### src/rtl/scan_decoder.sv
// One-hot decoder with a direct mode (decode sel on in_valid) and an auto-scan
// mode that walks every output, holding each for DWELL cycles.
module scan_decoder #(
  parameter  int SEL_W = 3,
  parameter  int DWELL = 4,
  localparam int OUT_W = 2 ** SEL_W
) (
  input  logic             clk,
  input  logic             rst,
  input  logic             en,
  input  logic             mode,
  input  logic             in_valid,
  input  logic [SEL_W-1:0] sel,
  output logic [OUT_W-1:0] out,
  output logic             out_valid,
  output logic [SEL_W-1:0] scan_idx,
  output logic             wrap
);

  typedef enum logic [1:0] {
    ST_OFF    = 2'd0,
    ST_DIRECT = 2'd1,
    ST_SCAN   = 2'd2
  } state_t;

  localparam logic [15:0] DWELL_LAST = 16'(DWELL - 1);

  state_t           state_q, state_d;
  logic             last_scan_q, last_scan_d;
  logic [15:0]      dwell_q, dwell_d;
  logic [SEL_W-1:0] idx_q, idx_d, idx_inc;
  logic [OUT_W-1:0] out_q, out_d;
  logic             out_valid_q, out_valid_d;
  logic             wrap_q, wrap_d;

  function automatic logic [OUT_W-1:0] onehot(input logic [SEL_W-1:0] i);
    onehot    = '0;
    onehot[i] = 1'b1;
  endfunction

  assign idx_inc = idx_q + SEL_W'(1);

  always_comb begin
    state_d     = ST_OFF;
    last_scan_d = last_scan_q;
    dwell_d     = dwell_q;
    idx_d       = idx_q;
    out_d       = out_q;
    out_valid_d = out_valid_q;
    wrap_d      = 1'b0;

    if (en) begin
      state_d = mode ? ST_SCAN : ST_DIRECT;
    end

    case (state_d)
      ST_DIRECT: begin
        last_scan_d = 1'b0;
        if (in_valid) begin
          out_d       = onehot(sel);
          idx_d       = sel;
          out_valid_d = 1'b1;
        end else if (state_q != ST_DIRECT) begin
          out_d       = '0;
          out_valid_d = 1'b0;
        end
      end
      ST_SCAN: begin
        last_scan_d = 1'b1;
        out_valid_d = 1'b1;
        // Scan restarts only when DIRECT was the last active mode; a pause
        // through OFF resumes by re-showing the frozen index for one cycle.
        if (state_q == ST_DIRECT || (state_q == ST_OFF && !last_scan_q)) begin
          idx_d   = '0;
          dwell_d = '0;
          out_d   = onehot('0);
        end else if (state_q == ST_OFF) begin
          out_d = onehot(idx_q);
        end else if (dwell_q == DWELL_LAST) begin
          dwell_d = '0;
          idx_d   = idx_inc;
          out_d   = onehot(idx_inc);
          wrap_d  = (idx_q == '1);
        end else begin
          dwell_d = dwell_q + 16'd1;
          out_d   = onehot(idx_q);
        end
      end
      default: begin
        out_d       = '0;
        out_valid_d = 1'b0;
      end
    endcase
  end

  always_ff @(posedge clk) begin
    if (rst) begin
      state_q     <= ST_OFF;
      last_scan_q <= 1'b0;
      dwell_q     <= '0;
      idx_q       <= '0;
      out_q       <= '0;
      out_valid_q <= 1'b0;
      wrap_q      <= 1'b0;
    end else begin
      state_q     <= state_d;
      last_scan_q <= last_scan_d;
      dwell_q     <= dwell_d;
      idx_q       <= idx_d;
      out_q       <= out_d;
      out_valid_q <= out_valid_d;
      wrap_q      <= wrap_d;
    end
  end

  assign out       = out_q;
  assign out_valid = out_valid_q;
  assign scan_idx  = idx_q;
  assign wrap      = wrap_q;

endmodule

### config.mk
export PLATFORM = sky130hd
export DESIGN_NAME = scan_decoder
export DESIGN_NICKNAME = d
export VERILOG_FILES = /design/src/rtl/scan_decoder.sv
export SDC_FILE = /design/constraint.sdc
export NUM_CORES = 1
export LEC_CHECK = 0
export BUFFER_PORTS_ARGS = -buffer_cell sky130_fd_sc_hd__buf_2
export CAP_MARGIN = 20
export CORE_AREA = 2 2 68 64
export CTS_BUF_LIST = sky130_fd_sc_hd__clkbuf_16
export DETAILED_ROUTE_END_ITERATION = 10
export DIE_AREA = 0 0 70 66
export SYNTH_ARGS = -nofsm -noshare
export SYNTH_HDL_FRONTEND = slang
export SYNTH_SLANG_ARGS = --single-unit
### constraint.sdc
create_clock -name clk -period 4.4 [get_ports clk]
set_clock_uncertainty 0.2 [all_clocks]
set_input_delay 0.66 -clock clk [delete_from_list [all_inputs] [get_ports clk]]
set_output_delay 0.66 -clock clk [all_outputs]
set_load 0.03 [all_outputs]
Yosys cells after proc, flatten, opt, wreduce, memory -nomap -nowiden. Index checks and enable logic that the tools add are counted.

Flip-flop bits (word level): 32.

Add/sub/neg operators: 2. $lt $le $gt $ge: 6. Equality and inequality tests: 11. Multiplexer cells: 26. Bitwise gates (word level): 2. Reductions and logical operators: 11.

Operators with widths (count): 16-bit two-way mux (3); 8-bit two-way mux (5); 16-bit by 1-bit adder with 16-bit output (second input constant) (1); 16-bit by 2-bit equality test with 1-bit output (second input constant) (1); 8-bit case mux with 2 select lines (1); 3-bit by 4-bit < comparator with 1-bit output (second input constant) (3); 3-bit two-way mux (4); 1-bit demux with 3-bit select (3); 3-bit by 1-bit greater-or-equal comparator with 1-bit output (second input constant) (3); 3-bit != test (second input constant) (3); 3-bit case mux with 2 select lines (1); 1-bit two-way mux (5); 5-bit OR reduction (1); 2-bit by 1-bit equality test with 1-bit output (second input constant) (2); 1-bit logical AND (4); 2-bit two-way mux (2); 2-bit by 1-bit != test with 1-bit output (second input constant) (2); 1-bit case mux with 2 select lines (2); 4-bit AND reduction (1); 3-bit by 1-bit adder with 3-bit output (second input constant) (1); 3-bit equality test (second input constant) (1); 2-bit equality test (second input constant) (1); 2-bit logical NOT (1); 2-bit != test (second input constant) (1); other kinds (5) (6).

Logic depth before layout (Yosys ltp).
Word-level depth: 9. Gate-level depth with buffers: 7.

Worst setup path before layout. Ideal clock, no wire load.

Path type: reg2reg. Start: register dwell_q[0]. End: register dwell_q[2]. Setup time: 0.074 ns. Arrival: 1.752 ns. Data required time: 4.126 ns. Setup slack: 2.374 ns. Cell stages (with the launch flop): 7. Path buffers: 0. Cell sequence: dfxtp_1 ha_1 nor4b_1 and4_4 or3b_4 or3b_1 a31oi_1.

Cells in the longest elaborated chain, start to end: 4. Elaborated cells on any way between the ends: 5. Those cells by class: add/sub: 1; eq/ne: 1; mux: 3.

RTL lines: start, declared (line 30) `logic [15:0] dwell_q, dwell_d;`; start signal, assigned (line 108) `dwell_q <= dwell_d;`; 16-bit by 1-bit adder with 16-bit output or 16-bit by 2-bit equality test with 1-bit output (tied branches) (line 85, 79); 16-bit two-way mux * (line 79) `end else if (dwell_q == DWELL_LAST) begin`; 16-bit two-way mux * (line 77) `end else if (state_q == ST_OFF) begin`; 16-bit two-way mux * (line 73) `if (state_q == ST_DIRECT || (state_q == ST_OFF && !last_scan_q)) begin`.

Mark *: on every way between the ends. The rest lies on a longest branch, timed or not. The select of a mux whose other input is x is not followed. A chain may end at the register's enable or synchronous reset.

Final worst setup path.
Start: register dwell_q[0]. End: register dwell_q[9].

The elaborated chain is that of the path after synthesis.

==> results.json <==
{
  "crit_required_ns": 4.34,
  "core_area_um2": 3910,
  "diodes": 0,
  "synth.distinct_cells": 41,
  "ys_ff_latch": 32,
  "powerDensity_nw_per_um2": 353,
  "holdBufCountCts": 0,
  "routed_wl_um": 4310,
  "htreeDepth": 2,
  "vias_per_cell": 5.75,
  "avgSynthCellArea_um2": 8.03,
  "min_path_type": "flop to flop",
  "clk_latency_ns": 0.27,
  "synth-xor-area-share_pct": 4.15,
  "setup_tns_ns": 0,
  "final-hold-violation-count": 0,
  "rows": 22,
  "place_area_um2": 1810,
  "gp_congestion": 0.894,
  "r2r_setup_slack_ns": 2.17,
  "grt_max_degree": 26,
  "leakagePower_uw": 0.000725,
  "wl_per_cell_um": 15.6,
  "grtUsageMet3_pct": 5.03,
  "max_stage_delay_ns": 0.38,
  "final_cell_mix": "dfxtp_1, nor2_1, nand3_1",
  "irDropWorstVdd_v": 0.000219,
  "slew_violations": 0,
  "cpMostUsedCell": "nor2_1",
  "drc": 0,
  "period_minus_slack_ns": 2.23,
  "cts_tree": "yes",
  "vias": 1594,
  "grt_setup_unrepaired": "false",
  "min_path_cells": 2,
  "synth_area_um2": 1690,
  "antenna_found_initial": 0,
  "numCtsBuffers": 5,
  "cp_cell_sequence": "ha_1, nor4b_1, and4_4, nor2_1, o21bai_2, nor2_1",
  "rr_worst_depth": 6,
  "ctsResizeCount": 0,
  "drive_gt1_share_pct": 14.0,
  "synth_top_family_by_area": "simple AND/OR/NAND/NOR gates",
  "met2_usage_pct": 30.0,
  "synth_compound_area_share_pct": 17.4,
  "seq_area_frac_synth_pct": 38.0,
  "synthSimpleGateAreaFrac_pct": 34.9,
  "worst-path-max-fanout": 13,
  "crit_slowest_cell": "dfxtp_1",
  "crit_arrival_ns": 2.18,
  "fin_nets": 239,
  "period_share_pct": 50.8,
  "crit_family": "simple AND/OR/NAND/NOR gates",
  "worst-path-stages": 6,
  "hpwl_um": 3020,
  "start_util_pct": 43.1,
  "final_common_cell": "dfxtp_1",
  "first_pass_iters": 4,
  "outcome": "completed",
  "synthAdderAreaFrac_pct": 2.23,
  "clockBufferDepth": 2,
  "antenna_left": 0,
  "yosysWarnings": 0,
  "critPathKind": "flop to flop",
  "post_cts.repair.setup_buffers": 0,
  "grt_pass1_wl_um": 7320,
  "cp.buffers_inverters": 0,
  "maxCapViolations": 0,
  "top_usage_layer": "met2",
  "grtUsageMet1_pct": 28.1,
  "area.growth.synth_to_final_pct": 15.4,
  "worstMarginPinSlew_ns": 0.554,
  "cts.reportedPaths.clkPinSlew_ns": 0.05,
  "die_height_um": 66,
  "syn-instance-count": 210,
  "dieArea_um2": 4620,
  "slew_headroom_pct": 63.0,
  "clk_root_buffer_cell": "clkbuf_16",
  "gr-usage-all-layers_pct": 20.0,
  "synth_fp_nets": 221,
  "design_area_um2": 1950,
  "grt_pass1_vias": 1525,
  "grt-ovfl-total": 0,
  "end_kind": "flop",
  "crit_path_start_kind": "flop",
  "max_freq_ghz": 0.448,
  "drt_iter0_drc": 135,
  "cts_sinks": 32,
  "synthMuxAreaShare_pct": 0,
  "io_buffers": 20,
  "die_w_um": 70,
  "finalSetupViolCount": 0,
  "num_io_pins": 21
}
through the flow:
step	util [%]	cells	setup slack [ns]	hold WS, ns	power (uW)
detailed placement	46.3	269	2.09	0.269	370
finish	49.8	277	2.17	0.286	687
global route	49.8	277	1.98	0.316	713
floorplan	-	210	2.37	0.253	350
CTS	49.8	277	2.15	0.288	694
global placement	46.3	269	2.08	0.267	370
kinds of logic (layout without fill, tap and decap cells):
| group | after synthesis | count (layout) |
|---|---|---|
| AOI/OAI and AO/OA | 43 | 43 |
| adders and majority gates | 3 | 3 |
| buffers and inverters | 14 | 33 |
| DFF | 32 | 32 |
| xor gates and xnor gates | 8 | 8 |
| and+or+nand+nor | 110 | 110 |
power breakdown:
part / leakage, uW / internal (uW) / switching (uW) / total [uW]
clock: 0.0000738 / 203 / 119 / 322
sequential: 0.000259 / 295 / 7.82 / 303
combinational: 0.000392 / 19.4 / 42.8 / 62.2
total: 0.000725 / 518 / 169 / 687
layer usage:
| layer | up-vias | share of wire, % |
|---|---|---|
| met2 | 39 | 42 |
| met1 | 734 | 52 |
| met4 | 0 | 0.97 |
| met3 | 4 | 5.1 |
| li1 | 817 | - |
| met5 | - | 0 |
cells in the mapped netlist, drive strengths merged:
cell | count | area [um^2]
xnor2 | 2 | 17.5
o21bai | 2 | 18.8
clkbuf | 6 | 22.5
a211oi | 2 | 15.0
xor2 | 6 | 52.6
a22oi | 5 | 37.5
nand2b | 2 | 12.5
or3b | 2 | 20.0
a221oi | 3 | 26.3
buf | 3 | 15.0
o21ba | 1 | 10.0
and4b | 1 | 10.0
a311oi | 1 | 8.76
nor4 | 3 | 18.8
nand3b | 1 | 7.51
nor4b | 2 | 23.8
dfxtp | 32 | 641
nor2b | 7 | 43.8
or2 | 2 | 12.5
nor3b | 2 | 15.0
nand4 | 11 | 68.8
and4 | 2 | 20.0
a222oi | 1 | 10.0
a31oi | 10 | 62.6
nand3 | 21 | 105
or3 | 4 | 25.0
a2bb2oi | 1 | 8.76
o211ai | 1 | 7.51
nor2 | 25 | 93.8
nor3 | 3 | 15.0
a32oi | 2 | 17.5
ha | 3 | 37.5
inv | 5 | 18.8
a21oi | 8 | 40.0
o21ai | 6 | 30.0
nand2 | 16 | 60.1
and3 | 6 | 37.5
final timing paths:
kind | from | to
worst max-delay path | dwell_q[0] | dwell_q[9]
worst min-delay path | dwell_q[1] | dwell_q[1]
worst max register to register | dwell_q[0] | dwell_q[9]
worst min register to register | dwell_q[1] | dwell_q[1]
final cells by class:
class                      instances  area (um^2)
fill                             397         1960
multi-input combinational        164          990
sequential                        32          641
clock buffer                       5          125
timing repair buffer              20          100
tap                               48         60.1
inverter                           5         18.8
clock inverter                     3         11.3
sequential cells by signal, indices dropped and copies added, names as in the netlist:
register and cells:
dwell_q 16, out 8, last_scan_q 1, state_q 2, scan_idx 3, wrap 1
out_valid 1
worst reg2reg max path, cell delays in order (launching register included):
cell and delay [ns]:
dfxtp_1 0.38, ha_1 0.22, nor4b_1 0.28, and4_4 0.38, nor2_1 0.17, o21bai_2 0.37, nor2_1 0.10
(Power assumes the default switching activity.)
